--- src/rtl/fft_frame_sequencer_pkg.sv ---
// Shared types and helpers for the FFT frame sequencer: controller states,
// FFT config word field widths, sample/bin/magnitude widths and small
// combinational helpers used on the output-beat path.
package fft_frame_sequencer_pkg;

    typedef enum logic [2:0] {
        IDLE   = 3'd0,
        CONFIG = 3'd1,
        STREAM = 3'd2,
        DRAIN  = 3'd3,
        REPORT = 3'd4
    } seq_state_t;

    // FFT config word layout: {pad, scale schedule, forward flag}
    localparam int CFG_PAD_W   = 1;
    localparam int CFG_SCALE_W = 6;
    localparam int CFG_FWD_W   = 1;
    localparam int CFG_TDATA_W = CFG_PAD_W + CFG_SCALE_W + CFG_FWD_W;

    localparam int SAMPLE_W = 10;
    localparam int BIN_W    = 6;
    localparam int MAG_W    = 11;

    // Reverse the low nbits of idx; upper bits of idx are expected to be zero.
    function automatic logic [BIN_W-1:0] bit_rev(input logic [BIN_W-1:0] idx,
                                                 input int nbits);
        logic [BIN_W-1:0] r;
        for (int i = 0; i < BIN_W; i++) begin
            r[i] = idx[BIN_W-1-i];
        end
        return r >> (BIN_W - nbits);
    endfunction

    // |re| + |im| of two signed 10-bit values; |-512| is 512 as unsigned.
    function automatic logic [MAG_W-1:0] l1_mag(input logic [SAMPLE_W-1:0] re,
                                                input logic [SAMPLE_W-1:0] im);
        logic [SAMPLE_W-1:0] are;
        logic [SAMPLE_W-1:0] aim;
        are = re[SAMPLE_W-1] ? -re : re;
        aim = im[SAMPLE_W-1] ? -im : im;
        return {1'b0, are} + {1'b0, aim};
    endfunction

endpackage

--- src/rtl/sample_skid_fifo.sv ---
// Small synchronous FIFO buffering SPI samples ahead of the FFT input
// channel. A push on a full FIFO only lands if a pop happens in the same
// cycle; otherwise the sample is dropped (caller flags the overflow).
module sample_skid_fifo
    import fft_frame_sequencer_pkg::*;
#(
    parameter int DEPTH = 4,
    parameter int WIDTH = SAMPLE_W
) (
    input  logic             clk,
    input  logic             reset,
    input  logic             push,
    input  logic             pop,
    input  logic [WIDTH-1:0] din,
    output logic [WIDTH-1:0] dout,
    output logic             empty,
    output logic             full
);

    localparam int PTR_W = $clog2(DEPTH);
    localparam logic [PTR_W:0] COUNT_FULL = (PTR_W + 1)'(DEPTH);

    logic [WIDTH-1:0] mem [DEPTH];
    logic [PTR_W-1:0] wr_ptr;
    logic [PTR_W-1:0] rd_ptr;
    logic [PTR_W:0]   count;
    logic             do_push;
    logic             do_pop;

    assign empty   = (count == '0);
    assign full    = (count == COUNT_FULL);
    assign do_pop  = pop & ~empty;
    assign do_push = push & (~full | do_pop);
    assign dout    = mem[rd_ptr];

    // storage, pointers and occupancy
    always_ff @(posedge clk) begin
        if (reset) begin
            wr_ptr <= '0;
            rd_ptr <= '0;
            count  <= '0;
            for (int i = 0; i < DEPTH; i++) begin
                mem[i] <= '0;
            end
        end else begin
            if (do_push) begin
                mem[wr_ptr] <= din;
                wr_ptr      <= wr_ptr + PTR_W'(1);
            end
            if (do_pop) begin
                rd_ptr <= rd_ptr + PTR_W'(1);
            end
            if (do_push && !do_pop) begin
                count <= count + (PTR_W + 1)'(1);
            end else if (do_pop && !do_push) begin
                count <= count - (PTR_W + 1)'(1);
            end
        end
    end

endmodule

--- src/rtl/fft_frame_sequencer.sv ---
// FFT frame sequencer: configures the FFT core once per enable, streams one
// frame of buffered SPI samples into it, scans the returned spectrum for the
// strongest bin inside a search window and raises a trigger when it clears
// the threshold.
//
// state  | meaning
// -------+---------------------------------------------------------------
// IDLE   | search disabled, waiting for enable
// CONFIG | presenting the FFT config word until the core accepts it
// STREAM | forwarding FRAME_LEN samples from the FIFO to the FFT input
// DRAIN  | consuming FFT output beats, tracking the windowed peak
// REPORT | one cycle: peak published, trigger pulsed if above threshold
module fft_frame_sequencer
    import fft_frame_sequencer_pkg::*;
#(
    parameter int                 FRAME_LEN   = 64,
    parameter logic [CFG_SCALE_W-1:0] SCALE_SCHED = 6'b101011,
    parameter int                 BIN_LO      = 1,
    parameter int                 BIN_HI      = 31,
    parameter logic [MAG_W-1:0]   THRESH      = 11'd64
) (
    input  logic                   clk,
    input  logic                   reset,
    input  logic                   enable,
    input  logic                   sample_valid,
    input  logic [SAMPLE_W-1:0]    sample_data,
    output logic                   cfg_tvalid,
    output logic [CFG_TDATA_W-1:0] cfg_tdata,
    input  logic                   cfg_tready,
    output logic                   s_tvalid,
    output logic [31:0]            s_tdata,
    output logic                   s_tlast,
    input  logic                   s_tready,
    input  logic                   m_tvalid,
    input  logic [31:0]            m_tdata,
    input  logic [15:0]            m_tuser,
    input  logic                   m_tlast,
    output logic                   m_tready,
    input  logic                   evt_tlast_unexpected,
    input  logic                   evt_tlast_missing,
    output logic                   trigger,
    output logic [BIN_W-1:0]       peak_bin,
    output logic [MAG_W-1:0]       peak_mag,
    output logic                   busy,
    output logic                   overflow,
    output logic                   frame_error
);

    localparam int               LOG2_LEN  = $clog2(FRAME_LEN);
    localparam logic [BIN_W-1:0] LAST_BEAT = BIN_W'(FRAME_LEN - 1);
    localparam logic [BIN_W-1:0] WIN_LO    = BIN_W'(BIN_LO);
    localparam logic [BIN_W-1:0] WIN_HI    = BIN_W'(BIN_HI);

    seq_state_t          state;
    seq_state_t          state_nxt;
    logic [BIN_W-1:0]    beat_cnt;
    logic [BIN_W-1:0]    out_cnt;
    logic [MAG_W-1:0]    run_max;
    logic [MAG_W-1:0]    run_max_nxt;
    logic [BIN_W-1:0]    run_bin;
    logic [BIN_W-1:0]    run_bin_nxt;

    logic                fifo_push;
    logic                fifo_pop;
    logic                fifo_empty;
    logic                fifo_full;
    logic [SAMPLE_W-1:0] fifo_head;

    logic                m_beat;
    logic                last_in_beat;
    logic                tlast_absent;
    logic                report_load;
    logic [BIN_W-1:0]    beat_bin;
    logic [MAG_W-1:0]    beat_mag;
    logic                in_window;
    logic                beat_wins;
    logic                unused_bits;

    sample_skid_fifo #(
        .DEPTH (4),
        .WIDTH (SAMPLE_W)
    ) u_fifo (
        .clk   (clk),
        .reset (reset),
        .push  (fifo_push),
        .pop   (fifo_pop),
        .din   (sample_data),
        .dout  (fifo_head),
        .empty (fifo_empty),
        .full  (fifo_full)
    );

    assign fifo_push = sample_valid & (state != IDLE);
    assign s_tvalid  = (state == STREAM) & ~fifo_empty;
    assign fifo_pop  = s_tvalid & s_tready;
    assign s_tdata   = {16'h0, {(16 - SAMPLE_W){fifo_head[SAMPLE_W-1]}}, fifo_head};
    assign s_tlast   = s_tvalid & (beat_cnt == LAST_BEAT);
    assign cfg_tdata = {1'b0, SCALE_SCHED, 1'b1};
    assign busy      = (state != IDLE);

    assign m_beat    = m_tvalid & m_tready;
    assign beat_bin  = bit_rev(m_tuser[BIN_W-1:0], LOG2_LEN);
    assign beat_mag  = l1_mag(m_tdata[SAMPLE_W-1:0], m_tdata[16+SAMPLE_W-1:16]);
    assign in_window = (beat_bin >= WIN_LO) & (beat_bin <= WIN_HI);
    // ties go to the lower bin regardless of arrival order
    assign beat_wins = in_window &
                       ((beat_mag > run_max) | ((beat_mag == run_max) & (beat_bin < run_bin)));

    assign unused_bits = ^{m_tuser[15:BIN_W], m_tdata[31:16+SAMPLE_W], m_tdata[15:SAMPLE_W]};

    // next-state and per-state handshake outputs
    always_comb begin
        state_nxt    = state;
        cfg_tvalid   = 1'b0;
        m_tready     = 1'b0;
        last_in_beat = 1'b0;
        tlast_absent = 1'b0;
        case (state)
            IDLE: begin
                if (enable) state_nxt = CONFIG;
            end
            CONFIG: begin
                cfg_tvalid = 1'b1;
                if (cfg_tready) state_nxt = STREAM;
            end
            STREAM: begin
                if (fifo_pop && (beat_cnt == LAST_BEAT)) begin
                    last_in_beat = 1'b1;
                    state_nxt    = DRAIN;
                end
            end
            DRAIN: begin
                m_tready = 1'b1;
                if (m_tvalid) begin
                    if (m_tlast) begin
                        state_nxt = REPORT;
                    end else if (out_cnt == LAST_BEAT) begin
                        tlast_absent = 1'b1;
                        state_nxt    = REPORT;
                    end
                end
            end
            REPORT: begin
                state_nxt = enable ? STREAM : IDLE;
            end
            default: state_nxt = IDLE;
        endcase
    end

    assign report_load = (state == DRAIN) & (state_nxt == REPORT);

    // running peak including the beat currently on the output channel
    always_comb begin
        run_max_nxt = run_max;
        run_bin_nxt = run_bin;
        if (m_beat && beat_wins) begin
            run_max_nxt = beat_mag;
            run_bin_nxt = beat_bin;
        end
    end

    // controller state register
    always_ff @(posedge clk) begin
        if (reset) begin
            state <= IDLE;
        end else begin
            state <= state_nxt;
        end
    end

    // beat counters and running peak, cleared on DRAIN entry
    always_ff @(posedge clk) begin
        if (reset) begin
            beat_cnt <= '0;
            out_cnt  <= '0;
            run_max  <= '0;
            run_bin  <= '0;
        end else begin
            if (fifo_pop) begin
                beat_cnt <= last_in_beat ? '0 : beat_cnt + BIN_W'(1);
            end
            if (last_in_beat) begin
                out_cnt <= '0;
                run_max <= '0;
                run_bin <= '0;
            end else if (m_beat) begin
                out_cnt <= out_cnt + BIN_W'(1);
                run_max <= run_max_nxt;
                run_bin <= run_bin_nxt;
            end
        end
    end

    // published peak, trigger/overflow pulses and sticky frame error
    always_ff @(posedge clk) begin
        if (reset) begin
            trigger     <= 1'b0;
            peak_bin    <= '0;
            peak_mag    <= '0;
            overflow    <= 1'b0;
            frame_error <= 1'b0;
        end else begin
            trigger  <= report_load & (run_max_nxt >= THRESH);
            overflow <= fifo_push & fifo_full & ~fifo_pop;
            if (report_load) begin
                peak_bin <= run_bin_nxt;
                peak_mag <= run_max_nxt;
            end
            if (evt_tlast_unexpected || evt_tlast_missing || tlast_absent) begin
                frame_error <= 1'b1;
            end
        end
    end

endmodule

--- config.mk ---
export PLATFORM = sky130hd
export DESIGN_NAME = fft_frame_sequencer
export DESIGN_NICKNAME = d
export VERILOG_FILES = /design/src/rtl/fft_frame_sequencer_pkg.sv /design/src/rtl/sample_skid_fifo.sv /design/src/rtl/fft_frame_sequencer.sv
export SDC_FILE = /design/constraint.sdc
export NUM_CORES = 1
export LEC_CHECK = 0
export BUFFER_PORTS_ARGS = -buffer_cell sky130_fd_sc_hd__buf_2
export CAP_MARGIN = 20
export CORE_ASPECT_RATIO = 0.7
export CORE_MARGIN = 1.5
export CORE_UTILIZATION = 49
export CTS_BUF_LIST = sky130_fd_sc_hd__clkbuf_16
export CTS_CLUSTER_DIAMETER = 30
export DETAILED_ROUTE_END_ITERATION = 7
export PLACE_DENSITY_LB_ADDON = 0.12
export SYNTH_ARGS = -nofsm -noshare
export SYNTH_HDL_FRONTEND = slang
export SYNTH_SLANG_ARGS = --single-unit
export TNS_END_PERCENT = 30
--- constraint.sdc ---
create_clock -name clk -period 3.91 [get_ports clk]
set_clock_uncertainty 0.05 [all_clocks]
set_input_delay 0.5865 -clock clk [delete_from_list [all_inputs] [get_ports clk]]
set_output_delay 0.5865 -clock clk [all_outputs]
set_load 0.03 [all_outputs]
==> metrics.log <==
[metrics] leakage power figure: 3.02 nW
[metrics] Worst setup SP type: primary input
[metrics] number of clock buffers inserted by TritonCTS: 9
[metrics] worst hold slack: 0.400 ns
[metrics] final number of hold-violating endpoints: 0
[metrics] number of endpoints failing setup at the final stage: 34
[metrics] maximum clock rate: 238 MHz
[metrics] Tightest Pin Transition: 0.730 ns
[metrics] row cnt: 32
[metrics] CTS HTree Levels: 3
[metrics] Cell variety after synth: 59
[metrics] share of flip-flops with an asynchronous set or reset: 0%
[metrics] Worst Setup Path Type: in -> reg
[metrics] P per Cell Area: 378 mW/mm^2
[metrics] floorplan die width: 130 um
[metrics] via count: 4317
[metrics] number of inserted diodes: 0
[metrics] CP arrival: 4.41 ns
[metrics] total length of routed wires: 12.7 mm
[metrics] data required time at the worst endpoint: 4.12 ns
[metrics] status: finished with violations
[metrics] cells after synthesis: 545
[metrics] RSZ-0062 raised after global routing: yes
[metrics] share of cells above drive strength 1: 36.2%
[metrics] maximum capacitance violations: 0
[metrics] final clock period utilization by the worst path: 107%
[metrics] minimum period implied by the final worst setup slack: 4.20 ns
[metrics] area share of the leading cell type in the synthesized netlist: 22.0%
[metrics] hold bufs inserted after CTS: 0
[metrics] Filler cells: 887
[metrics] final count of pins violating max slew: 0
[metrics] Clk Tree Root Cell: clkbuf_16
[metrics] routed length per instance: 15.2 um
[metrics] final global-route overflow total: 0
[metrics] clock transition time at the flip-flop clock pins of the worst setup and hold paths: 0.07 ns
[metrics] number of enable-type register cells in the synthesized netlist: 40
[metrics] total DRC errors in the routed layout: 0
[metrics] class of the most critical hold timing path: reg -> reg
[metrics] type of destination of the critical path: register
[metrics] Yosys warnings: 0
[metrics] First DRT Iteration DRCs: 180
[metrics] gpl congestion: 0.802
[metrics] Layout Area Growth over Synthesis: 29.6%
[metrics] first-pass GRT wire length: 20.2 mm
[metrics] cell family contributing the most delay on the critical path: compound AO/OA/AOI/OAI gates
[metrics] Vias per Instance: 5.18
[metrics] most repeated cell in the gate-level netlist after synthesis: dfxtp_1
[metrics] Seq cells post-synth: 101
[metrics] top-level port count: 133
[metrics] drt pass-1 iters: 4
[metrics] largest buffer count on any clock path: 2
[metrics] initial cell density of the core: 50.3%
[metrics] Crit Path Max Fanout: 5
[metrics] total buffers and inverters traversed by the critical path: 3
[metrics] sequential element share of the synthesized area: 43.7%
[metrics] worst setup margin: -0.292 ns
[metrics] die footprint: 0.0120 mm^2
[metrics] violations in the final reports: negative setup slack
[metrics] Relative slew margins: 51.3%
[metrics] CTS tree: yes
[metrics] ordered cell list for the critical path: buf_8, or3_4, o31ai_4, xnor2_2, ha_2, buf_4, a21bo_1, a31oi_2, a31o_2, ha_4, and4_1, nand4_1, o221ai_2, o21a_1, nand2_4, buf_12, mux2i_4, a211oi_2
[metrics] Detail Route Antenna Nets: 0
[metrics] list of most frequent post-synthesis cells: dfxtp_1, nor2_1, edfxtp_1, and2_1, buf_4
[metrics] initial antenna violation count: 0
[metrics] sum of negative setup slack: -6.40 ns
[metrics] Worst IR Drop VDD: 0.259 mV
[metrics] number of global-route vias before repair: 4200
[metrics] worst slack, placed: -0.706 ns
[metrics] total clock sinks: 101
[metrics] Vert. Die Dim: 92.0 um
[metrics] largest net degree at the start of global routing: 33
[metrics] fraction of the core area covered by cells at the end of the flow: 65.3%
[metrics] half-perimeter wire length after placement: 8.91 mm
[metrics] top post-synthesis cells by area: dfxtp_1, edfxtp_1, ha_1, buf_4, and2_1
[metrics] fin nets: 776
[metrics] Total Routing Usage GR: 21.6%
[metrics] number of buffers added on ports: 86
[metrics] syn_area_per_cell: 10.2 um^2
[metrics] standard cell core area: 0.0110 mm^2
[metrics] largest stage delay on the critical path: 0.41 ns
[metrics] post-synth top area cell: dfxtp_1
[metrics] Worst-Skew Late Latency: 0.34 ns
[metrics] prevailing post-synth register cell: dfxtp_1
[metrics] post-synthesis instance area: 0.00554 mm^2
[metrics] Worst path slowest cell: or3_4
-- per-layer routing --
metal / share of wire (%) / up-vias / global-route usage [%]
met2: 46 / 95 / 34.3
li1: - / 2133 / -
met4: 0.99 / 0 / 5.28
met3: 4.9 / 14 / 4.43
met1: 48 / 2075 / 30.2
met5: 0 / - / 0
-- per-stage QoR --
step / area (um^2) / total power [W] / cells
final: 7180 / 0.00272 / 833
after global routing: 7180 / 0.00284 / 833
after CTS: 7060 / 0.00271 / 832
after detailed placement: 6440 / 0.00177 / 809
after global placement: 6440 / 0.00176 / 809
after floorplan: 5720 / 0.00157 / 567
-- power by group --
group | total, W | internal [W] | switching (W) | leakage, nW
Combinational | 0.000683 | 0.000313 | 0.000370 | 1.97
Clock | 0.000887 | 0.000498 | 0.000389 | 0.144
Sequential | 0.00115 | 0.00113 | 0.0000199 | 0.906
-- placed cells by master, fill, tap and decap left out, types with 15 or more instances in the layout --
cell      count
buf_2        81
dfxtp_1      61
buf_4        55
nor2_1       52
edfxtp_1     40
and2_1       36
nand2_1      30
ha_1         26
inv_1        24
conb_1       24
xnor2_1      20
xor2_1       15
-- sequential cells by signal, indices dropped and copies added (netlist names), named ones only --
signal	flops
peak_bin	6
u_fifo.rd_ptr	2
state	3
beat_cnt	6
overflow	1
u_fifo.mem	40
peak_mag	11
out_cnt	6
trigger	1
u_fifo.wr_ptr	2
u_fifo.count	3
frame_error	1
run_max	11
run_bin	6
-- tightest hold or removal path: stages (launching register included) --
cell and delay [ns]:
dfxtp_1 0.33, nand2_1 0.06, nor2_1 0.03
-- cell families after synthesis --
family / after synthesis / share of synthesized area (%)
flip-flops: 101 / 43.7
XOR/XNOR: 38 / 6.00
other: 2 / 0.135
multiplexers: 23 / 6.41
AND/OR/NAND/NOR: 187 / 17.8
adder cells (fa/ha/maj): 33 / 7.72
AO/OA/AOI/OAI: 81 / 10.2
buffers and inverters: 80 / 7.97
-- cell type report --
type | instances | area [um^2] | area share, %
Multi-Input combinational cell | 386 | 3160 | 44.0
Inverter | 29 | 119 | 1.65
Clock inverter | 7 | 73.8 | 1.03
Sequential cell | 101 | 2420 | 33.7
Clock buffer | 9 | 225 | 3.13
Timing Repair Buffer | 148 | 992 | 13.8
Tap cell | 153 | 191 | 2.66
-- timing repair --
| action | CTS | global route |
|---|---|---|
| buffers inserted | 7 | 1 |
| endpoints found under the setup margin | 34 | 35 |
| pin swaps | 25 | 15 |
| gates resized for setup | 55 | 21 |
-- worst paths after layout --
check / start / to / slack, ns / cells past startpoint
min: run_bin[5] / run_bin[5] / 0.40 / 2
max reg2reg: u_fifo.count[2] / u_fifo.mem[1][4] / 0.86 / 9
max: m_tdata[1] / peak_mag[6] / -0.29 / 18
min reg2reg: run_bin[5] / run_bin[5] / 0.40 / 2
Note: power is estimated with default switching activity, not from simulation.
